**src/rtl/uart_pkg.sv**
```systemverilog
// ---------------------------------------------------------------------------
// uart_pkg
//   Shared definitions for the UART transmit arbiter:
//     - arb_state_t : arbiter FSM state encoding (IDLE / GRANT)
//     - BYTE_W      : width of one transmitted byte
//     - CNT_W       : width of the burst and idle counters
//     - ID_W        : width of a requester index (up to 8 requesters)
// ---------------------------------------------------------------------------
package uart_pkg;

    localparam int BYTE_W = 8;
    localparam int CNT_W  = 8;
    localparam int ID_W   = 3;

    typedef enum logic [0:0] {
        ST_IDLE  = 1'b0,
        ST_GRANT = 1'b1
    } arb_state_t;

endpackage

```
**src/rtl/rr_pick.sv**
```systemverilog
// ---------------------------------------------------------------------------
// rr_pick
//   Cyclic first-one search: returns the first set bit of `valid` found by
//   scanning upward from position `ptr`, wrapping past N_REQ-1 back to 0.
//
//   Ports
//     valid : in  [N_REQ-1:0]  candidate vector
//     ptr   : in  [ID_W-1:0]   search start position (expected < N_REQ)
//     idx   : out [ID_W-1:0]   selected index (0 when nothing is found)
//     found : out              high when any valid bit is set
// ---------------------------------------------------------------------------
module rr_pick
    import uart_pkg::*;
#(
    parameter int N_REQ = 4
) (
    input  logic [N_REQ-1:0] valid,
    input  logic [ID_W-1:0]  ptr,
    output logic [ID_W-1:0]  idx,
    output logic             found
);

    // The outer loop walks search distance from ptr, so the nearest candidate
    // wins. The inner loop only compares against constant positions, which
    // keeps every select of `valid` a constant index.
    always_comb begin
        idx   = '0;
        found = 1'b0;
        for (int k = 0; k < N_REQ; k++) begin
            for (int i = 0; i < N_REQ; i++) begin
                if (!found && valid[i] && (i == ((int'(ptr) + k) % N_REQ))) begin
                    idx   = ID_W'(i);
                    found = 1'b1;
                end
            end
        end
    end

endmodule

```
**src/rtl/uart_tx_arb.sv**
```systemverilog
// ---------------------------------------------------------------------------
// uart_tx_arb
//   Round-robin arbiter that lets N_REQ byte-stream requesters share one UART
//   transmitter enqueue port. A grant is held for a whole message (until the
//   byte flagged `last` is accepted) unless the requester either sends
//   MAX_BURST bytes or leaves its valid low for IDLE_TO cycles mid-message;
//   then the grant is released and the requester re-arbitrates later without
//   losing any byte. The granted stream is passed through combinationally.
//
//   Ports
//     clk          : in   rising-edge clock
//     reset        : in   asynchronous reset, active low
//     io_req_valid : in   [N_REQ-1:0]   per-requester byte valid
//     io_req_bits  : in   [N_REQ*8-1:0] per-requester byte, slice [8i+7:8i]
//     io_req_last  : in   [N_REQ-1:0]   final byte of a message
//     io_req_ready : out  [N_REQ-1:0]   per-requester accept
//     io_enq_valid : out  byte valid toward the transmitter
//     io_enq_bits  : out  [7:0] byte toward the transmitter
//     io_enq_ready : in   transmitter accept
//     io_gnt_valid : out  high while a grant is held
//     io_gnt_id    : out  [2:0] granted requester, 0 when none
// ---------------------------------------------------------------------------
module uart_tx_arb
    import uart_pkg::*;
#(
    parameter int N_REQ     = 4,
    parameter int MAX_BURST = 16,
    parameter int IDLE_TO   = 64
) (
    input  logic                      clk,
    input  logic                      reset,
    input  logic [N_REQ-1:0]          io_req_valid,
    input  logic [N_REQ*BYTE_W-1:0]   io_req_bits,
    input  logic [N_REQ-1:0]          io_req_last,
    output logic [N_REQ-1:0]          io_req_ready,
    output logic                      io_enq_valid,
    output logic [BYTE_W-1:0]         io_enq_bits,
    input  logic                      io_enq_ready,
    output logic                      io_gnt_valid,
    output logic [2:0]                io_gnt_id
);

    localparam logic [CNT_W-1:0] BURST_LIM = CNT_W'(MAX_BURST);
    localparam logic [CNT_W-1:0] IDLE_LIM  = CNT_W'(IDLE_TO);
    localparam logic [ID_W-1:0]  LAST_ID   = ID_W'(N_REQ - 1);

    arb_state_t        state;
    logic [ID_W-1:0]   gnt;
    logic [ID_W-1:0]   rr_ptr;
    logic [CNT_W-1:0]  burst_cnt;
    logic [CNT_W-1:0]  idle_cnt;

    logic [ID_W-1:0]   pick_idx;
    logic              pick_found;

    logic              sel_valid;
    logic              sel_last;
    logic [BYTE_W-1:0] sel_bits;

    logic              in_grant;
    logic              accept;
    logic              burst_done;
    logic              idle_done;
    logic              release_now;

    rr_pick #(
        .N_REQ (N_REQ)
    ) u_rr_pick (
        .valid (io_req_valid),
        .ptr   (rr_ptr),
        .idx   (pick_idx),
        .found (pick_found)
    );

    // Pick out the granted requester's lane. Comparing against each constant
    // index avoids a variable select whose width differs from the vector.
    always_comb begin
        sel_valid = 1'b0;
        sel_last  = 1'b0;
        sel_bits  = '0;
        for (int i = 0; i < N_REQ; i++) begin
            if (gnt == ID_W'(i)) begin
                sel_valid = io_req_valid[i];
                sel_last  = io_req_last[i];
                sel_bits  = io_req_bits[i*BYTE_W +: BYTE_W];
            end
        end
    end

    assign in_grant = (state == ST_GRANT);
    assign accept   = in_grant && sel_valid && io_enq_ready;

    // Both limits are tested against the pre-increment count so the release
    // happens on the very edge that accepts the limiting beat / idle cycle.
    assign burst_done = accept && (burst_cnt == BURST_LIM - 1'b1);
    assign idle_done  = in_grant && !sel_valid && (idle_cnt == IDLE_LIM - 1'b1);

    // A single OR term: last and burst limit on the same beat still yield
    // exactly one release.
    assign release_now = (accept && (sel_last || burst_done)) || idle_done;

    // Outputs are forced to zero outside GRANT, so only the granted lane can
    // ever reach the transmitter or see a ready.
    always_comb begin
        io_enq_valid = in_grant && sel_valid;
        io_enq_bits  = in_grant ? sel_bits : '0;
        io_req_ready = '0;
        for (int i = 0; i < N_REQ; i++) begin
            if (in_grant && (gnt == ID_W'(i))) begin
                io_req_ready[i] = io_enq_ready;
            end
        end
    end

    assign io_gnt_valid = in_grant;
    assign io_gnt_id    = in_grant ? gnt : '0;

    // ---- arbitration / grant state ----
    always_ff @(posedge clk or negedge reset) begin
        if (!reset) begin
            state     <= ST_IDLE;
            gnt       <= '0;
            rr_ptr    <= '0;
            burst_cnt <= '0;
            idle_cnt  <= '0;
        end else begin
            case (state)
                ST_IDLE: begin
                    if (pick_found) begin
                        gnt   <= pick_idx;
                        state <= ST_GRANT;
                    end
                end
                ST_GRANT: begin
                    if (release_now) begin
                        state     <= ST_IDLE;
                        rr_ptr    <= (gnt == LAST_ID) ? '0 : gnt + 1'b1;
                        burst_cnt <= '0;
                        idle_cnt  <= '0;
                    end else if (accept) begin
                        burst_cnt <= burst_cnt + 1'b1;
                        idle_cnt  <= '0;
                    end else if (!sel_valid) begin
                        // Back-pressure with valid high is not idleness.
                        idle_cnt <= idle_cnt + 1'b1;
                    end
                end
                default: state <= ST_IDLE;
            endcase
        end
    end

endmodule

```
**config.mk**
```make
export PLATFORM = sky130hd
export DESIGN_NAME = uart_tx_arb
export DESIGN_NICKNAME = d
export VERILOG_FILES = /design/src/rtl/uart_pkg.sv /design/src/rtl/rr_pick.sv /design/src/rtl/uart_tx_arb.sv
export SDC_FILE = /design/constraint.sdc
export NUM_CORES = 1
export LEC_CHECK = 0
export ABC_CLOCK_PERIOD_IN_PS = 4200
export CORE_ASPECT_RATIO = 1.1
export CORE_UTILIZATION = 30
export DETAILED_ROUTE_END_ITERATION = 7
export SLEW_MARGIN = 20
export SYNTH_ARGS = -nofsm -noshare
export SYNTH_HDL_FRONTEND = slang
export SYNTH_SLANG_ARGS = --single-unit
```
**constraint.sdc**
```tcl
create_clock -name clk -period 4.2 [get_ports clk]
set_input_delay 0.84 -clock clk [delete_from_list [all_inputs] [get_ports clk]]
set_output_delay 0.84 -clock clk [all_outputs]
set_load 0.05 [all_outputs]
```
# == Yosys cells after proc, flatten, opt, wreduce, memory -nomap -nowiden ==
# Index checks and enable logic that the tools add are counted.
# totals
ff_bits,21
out_inout_bits,17
wordCells,163
# classes
add_sub_neg,6
eq_ne,18
n_mux,58
n_bitwise,4
n_reduce_logical,72
# ops
cell,count
zero test 32 bit,4
2-to-1 mux 8 bit,10
logical AND 1 bit,41
2-to-1 mux 2 bit,16
2-to-1 mux 1 bit,31
"equality test 3 bit, first input constant",6
"adder 8 x 1 -> 8 bit, second input constant",2
zero test 1 bit,16
"equality test 2 x 3 -> 1 bit, first input constant",3
"equality test 8 x 4 -> 1 bit, second input constant",1
"equality test 8 x 6 -> 1 bit, second input constant",1
AND reduction 2 bit,4
OR reduction 2 bit,3
"adder 2 x 1 -> 2 bit, second input constant",2
"adder 2 bit, second input constant",2
"equality test 2 bit, first input constant",2
"equality test 2 bit, second input constant",2
"AND 1 bit, first input constant",3
zero test 3 bit,1
"!= test 3 x 1 -> 1 bit, second input constant",1
"equality test 1 x 2 -> 1 bit, first input constant",1
"equality test 2 x 1 -> 1 bit, second input constant",1
logical OR 1 bit,2
case mux 1 bit (2 select lines),1
2 further kinds,2

# == Logic depth before layout (Yosys ltp) ==
# Gate-level depths: netlist of the first run.
# depth
depth_word,65
mapped_depth,9
depth_no_buf,7

# == By module ==
# From an unflattened synthesis of the first run, not the netlist that was laid out.
# hier_totals
cells_unflattened,213
hier_area_um2,1712.9
# by_module_without_submodules
module,instances,cells_each,area_each_um2,seq_area_each_um2
uart_tx_arb,1,200,1632.8,575.6
rr_pick,1,13,80.1,0.0

# == Worst setup path after synthesis of the first run ==
# Ideal clock, no wire load.
# synth_timing
kind,register -> output
start,register gnt[0]
end,output io_enq_bits[0]
arrival_ns,2.122
required_time_ns,3.360
setup_slack_ns,1.238
path_stages_with_launch,9
path_buffers,2
path_cell_list,dfrtp_1 > inv_1 > ha_1 > clkbuf_1 > clkbuf_1 > a221oi_1 > nor3_1 > a21oi_1 > nor2b_1
# synth_via
elab_chain_cells,6
# synth_rtl
item,line,rtl
start: declaration,uart_tx_arb.sv:48,logic [ID_W-1:0] gnt;
start signal: assignment,uart_tx_arb.sv:130,gnt <= pick_idx;
zero test 3 bit,uart_tx_arb.sv:82,if (gnt == ID_W'(i)) begin
2-to-1 mux 8 bit (3 in a row),uart_tx_arb.sv:82,
2-to-1 mux 8 bit *,uart_tx_arb.sv:82,
2-to-1 mux 8 bit *,uart_tx_arb.sv:106,io_enq_bits = in_grant ? sel_bits : '0;
end: declaration,uart_tx_arb.sv:37,"output logic [BYTE_W-1:0] io_enq_bits,"
# Mark *: on every way between the ends. The rest lies on a longest branch, timed or not.

# == Worst setup path after layout of the first run ==
# layout_timing
start,register gnt[1]
end,output io_enq_bits[2]
# The elaborated chain is that of the path after synthesis.

==> summary.md, run 1 <==
The flow ran to the end, and the final reports show no timing, DRC or antenna violations. In the final routed layout, each cell accounts on average for 14.0 um. At the pin with the least slew margin, the transition time is 0.893 ns. Summing the areas of all and, or, nand and nor instances in the mapped netlist gives 27.1% of the synthesized area. The worst setup path is captured at an output pin. Cells with a size suffix above 1 make up 4.98% of the layout. The run gives 0 as the number of instances resized during post-cts repair. The final worst-path cycle share was 91.7%. Clock tree synthesis inserted a total of 3 buffers. The core region area is 5470 um^2.

The growth of design area from synthesis to finish is 38.2%, and the initial antenna violation count is 0. Die extent in y: 81.5 um. The number of buffers inserted by hold repair at cts is 0. Global routing used 17.9% of the available met1 tracks. The total of flip-flops plus latches after synthesis came out at 21. The power per cell area was 783 nW/um^2. Setup repair after global routing left no endpoint under its margin. Of the total synthesized cell area, the portion taken by XOR and XNOR cells is 2.54%. The count of buffers added on input and output ports is 58. The run gives 2340 um^2 as the post-place instance area. The proportion of synthesized flip-flops having asynchronous set or reset was 100%. The tools report the number of detailed-routing iterations run before antenna repair as 4.

In this run the register-to-register setup slack is 1.47 ns. Synthesis produced a netlist whose cell count is 211. The highest fanout seen on the critical path is 13. The cell count after placement was 332. TritonCTS built the clock tree. The share of synthesized area in the top cell type comes to 30.5%. Summed over all nets, the half-perimeter wirelength after detailed placement is 3400 um. For this block, the routed nets add up to 4690 um of wire.

The compound-gate portion of the synthesized area came out at 26.7%. No sink is reached through more buffers than the 2 on the longest clock path. The largest incremental delay on the critical path is 0.80 ns. The tools report the post-route non-filler standard cell count as 336. Sorting the synthesized cells by area gives the leading types as sky130_fd_sc_hd__dfrtp_1, sky130_fd_sc_hd__nor2b_1, sky130_fd_sc_hd__a21oi_1.

The tree is rooted in a sky130_fd_sc_hd__clkbuf_8. Dividing the detail-routed via count by the number of cells gives 5.29. The top cell types in the final layout, fill and taps aside, are sky130_fd_sc_hd__clkdlybuf4s50_1, sky130_fd_sc_hd__dfrtp_1, sky130_fd_sc_hd__nor2b_1. The CTS clock-pin slew for the worst setup and hold paths works out to 0.09 ns. Number of enable-type register cells in the synthesized netlist: 0.

The die is 74.3 um wide. The tools report the achievable clock frequency as 0.260 GHz. 0 antenna diodes ended up in the layout. Global routing used 26.7% of the available met2 tracks. H-tree depth reported by CTS: 1.

Dominant register cell in the synthesized netlist: sky130_fd_sc_hd__dfrtp_1. In this run the core area contains 28 standard-cell rows. For this run, design rule violations remaining after detail routing come to 0. The synthesized design spends more area on one cell type than any other, namely sky130_fd_sc_hd__dfrtp_1. For the boundary pin count, the log shows 60.

The tools report the critical register-to-register path startpoint as gnt[1]. The type of the tightest min-delay check is primary input to asynchronous set/reset pin. The initial utilization of the core area, before any placement, comes to 31.5%.

Across the run, the number of max-cap violations was 0. The Yosys step of the flow raised 0 warnings. The logs give 21 for the clock net sink count and 0.0108 ns for the clock skew after layout. For the remaining antenna violation count, the log shows 0. After global routing, the most crowded layer is met2.

Fill cell total of the finished layout: 586. The run gives 0 as the max-slew violation total from the final report. For the global-route wire length before repair, the log shows 7080 um. Counting I/O delays and the setup requirement, the final critical path takes 3.85 ns. Sequential elements use 30.5% of the synthesized area.

At the worst endpoint, the arrival time is 3.01 ns. The logs give 2380 um^2 for the final instance area and 66 for the iteration-0 DRC count of the detailed router. The clock latency on the worst-skew pair is 0.26 ns. The mean post-synth cell area was 8.17 um^2; the count of buffers added by post-CTS timing repair for setup was 0. Leakage power of the design: 0.926 nW. In this run the critical register-to-register path is captured at rr_ptr[1]. The dominant combinational cell family by area after synthesis is simple AND/OR/NAND/NOR gates.

Most frequent cell on the critical path: sky130_fd_sc_hd__nor2b_1. The final layout contains 311 nets. Global routing finished with a remaining overflow of 0. For this block, the via count after detailed routing is 1779.

Measured against its own limit, the worst slew margin works out to 40.5%. The cell at the slowest stage of the critical path was sky130_fd_sc_hd__clkdlybuf4s50_1. The worst-case reg-to-reg path depth works out to 7.

The most common cell after layout, fill and taps aside is sky130_fd_sc_hd__clkdlybuf4s50_1. The logs give 15.0% for the overall track demand over capacity in global routing and 6050 um^2 for the floorplan die area. After Yosys synthesis, full adders, half adders and majority gates account for 4.35% of the synthesized area. The via count of the first global-routing pass was 1563; the pin count of the biggest net entering global routing was 30.

Data on the critical path is required at its endpoint by 3.36 ns. The number of distinct library cells after synthesis was 50. Setup violations remaining at the end of the flow were counted as 0.

The total negative slack is 0 ns. Counting every net in the synthesized netlist gives 260. The logs give 0.345 mV for the worst IR drop on VDD and 0.796 for the final estimated routing congestion in global placement. The number of failing hold endpoints at the final stage was 0.

The critical path is of the flop to output pin type. The worst setup path is launched from a flop. The logs give 1720 um^2 for the mapped cell area and 3.56% for the met3 track demand over resource in global routing. Of the post-synthesis cell area, the part taken by muxes is 2.54%. Walking the worst path, the cells encountered are inv_1, ha_1, nor2b_1, a221oi_1, nor3_1, a21oi_1, nor2b_1, clkdlybuf4s50_1.
==> power by group <==
| part | internal [mW] | total, mW | switching, mW |
|---|---|---|---|
| Combinational | 0.517 | 1.34 | 0.828 |
| Clock | 0.0676 | 0.136 | 0.0688 |
| Sequential | 0.276 | 0.387 | 0.110 |
| Total | 0.861 | 1.87 | 1.01 |
==> kinds of logic (layout without fill, tap and decap cells) <==
logic type,Yosys count,after routing
flip-flops,21,21
AO/OA/AOI/OAI,63,63
other,1,1
XOR/XNOR,5,5
AND/OR/NAND/NOR,86,86
buffers and inverters,25,75
multiplexers,4,4
adder cells (fa/ha/maj),6,6
==> sequential cells by signal (all words and copies together) (netlist names) <==
signal        flops
burst_cnt         8
idle_cnt          8
gnt               2
rr_ptr            2
io_gnt_valid      1
==> area by class of cell <==
type | instances | area, um^2 | share of cell area, %
clock buffers | 4 | 45.0 | 1.89
inverters | 12 | 45.0 | 1.89
multi-input cells | 165 | 1090 | 45.9
flip-flops and latches | 21 | 526 | 22.0
well taps | 75 | 93.8 | 3.94
repair buffers | 59 | 581 | 24.4
==> per-stage QoR <==
stage / power (mW) / util, % / hold slack, ns / worst slack (ns)
after detailed placement: 1.74 / 42.9 / 0.516 / 0.563
final: 1.87 / 43.6 / 0.525 / 0.348
after global placement: 1.73 / 42.9 / 0.512 / 0.651
after global routing: 2.02 / 43.6 / 0.543 / 0.0660
after floorplan: 1.37 / - / 0.492 / 1.24
after CTS: 1.88 / 43.7 / 0.528 / 0.280
==> critical path, delay by kind of cell (launching register included) <==
family | cells | cell delay (ns)
buf+inv | 2 | 0.88
simple gates | 3 | 0.88
flops | 1 | 0.41
fa+ha+maj | 1 | 0.34
compound gates | 2 | 0.24
==> synthesized netlist by cell type, types with 5 or more instances <==
cell / instances
sky130_fd_sc_hd__dfrtp_1: 21
sky130_fd_sc_hd__nor2b_1: 19
sky130_fd_sc_hd__a21oi_1: 16
sky130_fd_sc_hd__nor3_1: 15
sky130_fd_sc_hd__nor2_1: 14
sky130_fd_sc_hd__inv_1: 12
sky130_fd_sc_hd__o21ai_0: 12
sky130_fd_sc_hd__nand2_1: 11
sky130_fd_sc_hd__a221oi_1: 9
sky130_fd_sc_hd__clkbuf_1: 8
sky130_fd_sc_hd__ha_1: 6
sky130_fd_sc_hd__and3_1: 5
sky130_fd_sc_hd__nand3_1: 5
==> how the worst max path moves through the flow <==
stage / startpoint / endpoint / slack, ns / cells past startpoint
3_3_place_gp: gnt[1] / io_enq_bits[2] / 0.65 / 8
3_5_place_dp: gnt[1] / io_enq_bits[2] / 0.56 / 8
2_1_floorplan: gnt[0] / io_enq_bits[0] / 1.24 / 8
4_1_cts: gnt[1] / io_enq_bits[2] / 0.28 / 8
6_report: gnt[1] / io_enq_bits[2] / 0.35 / 8
5_1_grt: gnt[1] / io_enq_bits[7] / 0.07 / 8
==> routing by layer <==
| layer | vias to the layer above | share of wire [%] |
|---|---|---|
| met5 | - | 0 |
| met3 | 6 | 7.4 |
| met4 | 0 | 1.0 |
| met2 | 55 | 48 |
| met1 | 839 | 44 |
| li1 | 879 | - |
Note: power is estimated with default switching activity, not from simulation.
==> inputs of run 2 (changes only) <==
DONT_BUFFER_PORTS = 1   (was not set)
SETUP_SLACK_MARGIN = 0.02   (was not set)
==> summary.md, run 2 (synthesized netlist as in run 1, its figures left out) <==
The run finished with clean final reports. The die is 81.5 um tall. Setup slack closes at 0.739 ns.

The initial standard-cell utilization of the core was 31.5%. The most common cell after layout, fill and taps aside was sky130_fd_sc_hd__dfrtp_1. Dividing the detail-routed wire length by the instance count gives 14.1 um.

Of the total power, the share spent switching nets is 56.2%. The cell count after placement is 283. For the clock net sink count, the log shows 21. VDD sags by at most 0.426 mV. Post-CTS repair changed the size of 0 cells. For the relative contribution of the clock network to total power, the log shows 7.4%. For the data arrival time at the worst-slack endpoint, the log shows 2.62 ns. The total area inside the core boundary comes to 5470 um^2.

The category of the worst setup path launch point is a flop. The endpoint identified for the worst register-to-register timing path is rr_ptr[1]. Counting I/O delays and the setup requirement, the final critical path takes 3.46 ns. In the layout the commonest cells are sky130_fd_sc_hd__dfrtp_1, sky130_fd_sc_hd__nor2b_1, sky130_fd_sc_hd__a21oi_1. In this run the power spent charging and discharging nets is 0.975 mW. The first routing iteration left 81 violations. Before CTS, the worst setup slack after placement is 1.03 ns.

The first global-routing pass estimated 6270 um of wire. The logs give 0 for the number of buffers inserted by hold repair at cts and 0.289 GHz for the achievable clock frequency. The logs give 1 for the H-tree depth reported by CTS and 1830 um^2 for the post-place instance area. The root buffer cell chosen for the clock tree is sky130_fd_sc_hd__clkbuf_8.

Element type at the critical path end: an output pin. The growth of design area from synthesis to finish works out to 8.93%. The post-detailed-placement half-perimeter wirelength was 3070 um; the number of input and output port buffers inserted was 0.

The final core utilization was 34.4%; the DRC violation count after routing was 0. Counting cells, the worst reg-to-reg path comes to 7. Global routing finished with a remaining overflow of 0. The number of placement rows is 28, and the CTS clock-pin slew for the worst setup and hold paths is 0.07 ns. 60 I/O pins were placed.

The run gives 0 as the max-slew violation total from the final report. For the sequential share of power, the log shows 21.3%. Highest fanout seen on the critical path: 24.

The die covers 6050 um^2. The logs give 4040 um for the routed wire length and 1595 for the total number of vias. Critical path start-end classification: flop to output pin. Overall power consumption after layout is estimated at 1.73 mW. The clock reaches the later pin of the worst-skew pair after 0.25 ns.

Dividing total power by cell area gives a power density of 924 nW/um^2. The tools report the overall track demand over capacity in global routing as 13.0%. The logs give 0 for the count of buffers added by post-CTS timing repair for setup and 1880 um^2 for the final instance area.

The logs give 0 for the number of violations of the max-capacitance limit and 0 for the initial antenna violation count. The combinational share of power came out at 71.3%. The number of failing hold endpoints at the final stage is 0, and the required time of the critical path is 3.36 ns. TritonCTS built the clock tree. Dividing the detail-routed via count by the number of cells gives 5.56. The clock passes through at most 2 buffers. The remaining antenna violation count was 0; the leakage power of the design was 0.747 nW. At the pin with the least slew margin, the transition time is 0.867 ns.

Once layout is complete, the cells apart from fillers number 287. Clock skew after layout: 0.00485 ns. The via count of the first global-routing pass is 1445, and the final estimated routing congestion in global placement is 0.751. Setup repair after global routing left no endpoint under its margin.

The logs give 3 for the number of buffers created by CTS and 0 for the diode insertion count for antenna repair. In the final layout, the registers with the most flip-flops are burst_cnt (8), idle_cnt (8). The total negative slack came out at 0 ns.

The worst path uses 82.4% of the clock period. The tools report the pin count of the biggest net entering global routing as 25. The count of nets after finishing came out at 262. The run gives 0.759 mW as the cell-internal power.

Type of the tightest min-delay check: primary input to asynchronous set/reset pin. The share of final-layout standard cells stronger than drive strength 1 works out to 9.43%. Across all register-to-register paths, the minimum setup slack is 1.48 ns. Final hold analysis gives a worst-case slack of 0.272 ns. The tools report the critical register-to-register path startpoint as gnt[1]. Setup violations remaining at the end of the flow were counted as 0.

The number of detailed-routing iterations run before antenna repair came out at 4. The die is 74.3 um wide. In this run the tightest slew margin relative to its limit is 42.2%.
-- run 2: cell types whose count changed in the layout (fill, tap and decap cells not counted) --
cell                              before  now
sky130_fd_sc_hd__buf_4                 2   10
sky130_fd_sc_hd__buf_2                 1    0
sky130_fd_sc_hd__clkdlybuf4s50_1      56    0
-- run 2: power by group through the flow --
stage               registers, mW  clock network [mW]  logic (mW)
floorplan                   0.357                   0        1.02
global placement            0.370                   0        1.23
detailed placement          0.373                   0        1.24
CTS                         0.370               0.135        1.24
global route                0.386               0.141        1.35
finish                      0.370               0.129        1.24
-- run 2: final cells by class --
cell class	instances	area, um^2
inverters	12	45.0
fillers	587	3590
clock buffers	4	45.0
multi-input cells	165	1090
flip-flops and latches	21	526
well taps	75	93.8
repair buffers	10	75.1
-- run 2: how the worst max path moves through the flow --
stage,from,end,slack [ns]
detailed placement,gnt[0],io_enq_valid,1.03
global route,gnt[0],io_enq_valid,0.57
global placement,gnt[0],io_enq_valid,1.11
finish,gnt[0],io_enq_valid,0.74
floorplan,gnt[0],io_enq_bits[0],1.24
CTS,gnt[0],io_enq_valid,0.72
-- run 2: metal layers --
metal,up-vias,wire length [um],global-route usage (%)
met1,758,1790,16.1
li1,779,-,-
met5,-,0,0
met3,4,259,1.96
met4,0,39,4.15
met2,54,1950,23.1
-- run 2: worst max-delay path: stages (launching register included) --
cell                       delay (ns)
sky130_fd_sc_hd__dfrtp_1         0.43
sky130_fd_sc_hd__ha_1            0.76
sky130_fd_sc_hd__nor3b_1         0.21
sky130_fd_sc_hd__a221oi_4        0.24
sky130_fd_sc_hd__buf_4           0.25
sky130_fd_sc_hd__and2_1          0.48
==> inputs of run 3 (changes only) <==
ABC_CLOCK_PERIOD_IN_PS = 3600   (was 4200)
clock period = 3.6 ns   (was 4.2 ns; I/O delays follow)
==> summary.md, run 3 (synthesized netlist as in run 1, its figures left out) <==
The final worst slack was 0.538 ns. The run finished with clean final reports. Setup repair after global routing left no endpoint under its margin.

The type of the tightest min-delay check is primary input to asynchronous set/reset pin. For this run, the top clock speed supported by timing is 0.327 GHz. The power per cell area is 1070 nW/um^2. The analysis attributes to cell leakage a power of 0.757 nW. The overflow left after global routing came out at 0.

The largest registers in the layout are burst_cnt (8), idle_cnt (8). The count of nets after finishing was 264. Setup violations remaining at the end of the flow were counted as 0. Category of the worst setup path launch point: a flop. The switching power of the nets was 1.14 mW. The tools report the final estimated routing congestion in global placement as 0.770. The max-slew violation total from the final report is 0, and the share of final-layout standard cells stronger than drive strength 1 is 10.3%.

The initial standard-cell utilization of the core came out at 31.5%. The number of detailed-routing iterations run before antenna repair is 4. Leaving out fill and tap cells, the most frequent cell in the layout is sky130_fd_sc_hd__dfrtp_1. Per report_power, the combinational group accounts for 71.3% of the total. The floorplan die area is 6050 um^2, and the post-detailed-route via-to-cell ratio is 5.42. In this run the core area contains 28 standard-cell rows. The die is 81.5 um tall.

The element type at the critical path end was an output pin. The DRC violation count after routing was 0. Routed wire length: 4090 um. Overall power consumption after layout is estimated at 2.03 mW. H-tree depth reported by CTS: 1. The region available for standard cell placement spans 5470 um^2. Net switching is 55.9% of the power.

The run gives 0 as the count of buffers added by post-CTS timing repair for setup. The floorplan step set the die width to 74.3 um. In this run the tightest slew margin relative to its limit is 60.2%. The post-detailed-placement half-perimeter wirelength came out at 3080 um. Clock tree synthesis selected as its root buffer the cell sky130_fd_sc_hd__clkbuf_8. The via count of the first global-routing pass is 1431. The diode insertion count for antenna repair is 0. Across the run, the number of max-cap violations was 0. TritonCTS built the clock tree. Across every metal layer, demand over resource in global routing totals 13.2%. Buffers inserted during clock tree synthesis total 3. Of all nets on the critical path, the largest fanout is 13. The first global-routing pass estimated 6270 um of wire.

The run gives 2.88 ns as the required time of the critical path. The count of nets left with antenna violations once routing finished came out at 0. The transition time of the tightest slew-check pin was 0.595 ns.

The relative contribution of the clock network to total power was 7.3%. The count of buffers added on input and output ports is 0. At the later pin of the worst-skew pair, clock insertion delay measures 0.25 ns.

Clock-pin slew was measured on the worst setup and hold paths at 0.07 ns. Before CTS, the worst setup slack after placement is 0.825 ns. The shortest clock period the worst path allows after layout was 3.06 ns. The final hold slack was 0.154 ns; the clock skew after layout was 0.00300 ns. VDD sags by at most 0.582 mV.

At the worst endpoint, the arrival time is 2.34 ns. The longest clock path from root to sink contains 2 buffers. The average detailed-routed wire length per instance is 14.2 um, and the final worst-path cycle share is 85.1%. The run gives 60 as the boundary pin count. The tools report the number of failing hold endpoints at the final stage as 0.

The sequential share of power came out at 21.4%. The setup path with the least slack is of type flop to output pin. The run gives 0 as the initial antenna violation count. Counting every sink on the clock net gives 21. Setup total negative slack on the finished layout was measured at 0 ns. For this block, the initial DRC count from the detailed router was 79. The cell-internal power was 0.896 mW. The pin count of the biggest net entering global routing is 23.

Relative to the synthesized area, the layout overhead comes to 9.80%. The total number of vias was 1567; the number of buffers inserted by hold repair at cts was 0. The run gives 0 as the number of instances resized during post-cts repair. Leaving out fill and tap cells, the most frequent cells in the layout are sky130_fd_sc_hd__dfrtp_1, sky130_fd_sc_hd__nor2b_1, sky130_fd_sc_hd__a21oi_1.
[run 3: worst paths after layout]
path / start / endpoint / slack [ns] / cells after the start
worst max register to register: gnt[1] / rr_ptr[1] / 0.93 / 7
worst min-delay path: reset / idle_cnt[2] / 0.15 / 0
worst max-delay path: gnt[1] / io_enq_bits[0] / 0.54 / 8
worst min register to register: burst_cnt[0] / burst_cnt[0] / 0.52 / 1
min in group clk: burst_cnt[0] / burst_cnt[0] / 0.52 / 1
max in group asynchronous: reset / gnt[0] / 3.37 / 0
[run 3: stage by stage]
stage | utilization [%] | cells | area (um^2)
final | 34.6 | 289 | 1890
after global routing | 34.6 | 289 | 1890
after CTS | 34.6 | 289 | 1890
after detailed placement | 33.8 | 285 | 1850
after global placement | 33.8 | 285 | 1850
after floorplan | - | 211 | 1720
[run 3: worst max-delay path: stages (launching register included)]
cell and delay [ns]:
sky130_fd_sc_hd__dfrtp_1 0.41, sky130_fd_sc_hd__inv_1 0.08, sky130_fd_sc_hd__ha_1 0.34, sky130_fd_sc_hd__nor2b_1 0.54
sky130_fd_sc_hd__a221oi_1 0.15, sky130_fd_sc_hd__nor3_1 0.16, sky130_fd_sc_hd__a21oi_1 0.06, sky130_fd_sc_hd__nor2b_1 0.13
sky130_fd_sc_hd__buf_4 0.21
[run 3: power by group through the flow]
| stage | combinational, mW | sequential (mW) | clock (mW) |
|---|---|---|---|
| 2_1_floorplan | 1.19 | 0.417 | 0 |
| 3_3_place_gp | 1.44 | 0.434 | 0 |
| 3_5_place_dp | 1.44 | 0.439 | 0 |
| 4_1_cts | 1.45 | 0.434 | 0.157 |
| 5_1_grt | 1.58 | 0.454 | 0.164 |
| 6_report | 1.45 | 0.435 | 0.148 |
[run 3: per-layer routing]
layer	vias up	wire length, um	track usage [%]
met2	44	2000	24.4
li1	791	-	-
met5	-	0	0
met4	0	17	3.40
met3	2	221	1.96
met1	730	1850	15.7
[run 3: final cells by class]
type                       count  area [um^2]
fill                         583         3570
inverter                      12         45.0
sequential                    21          526
tap                           75         93.8
multi-input combinational    165         1090
clock buffer                   4         45.0
timing repair buffer          12         90.1
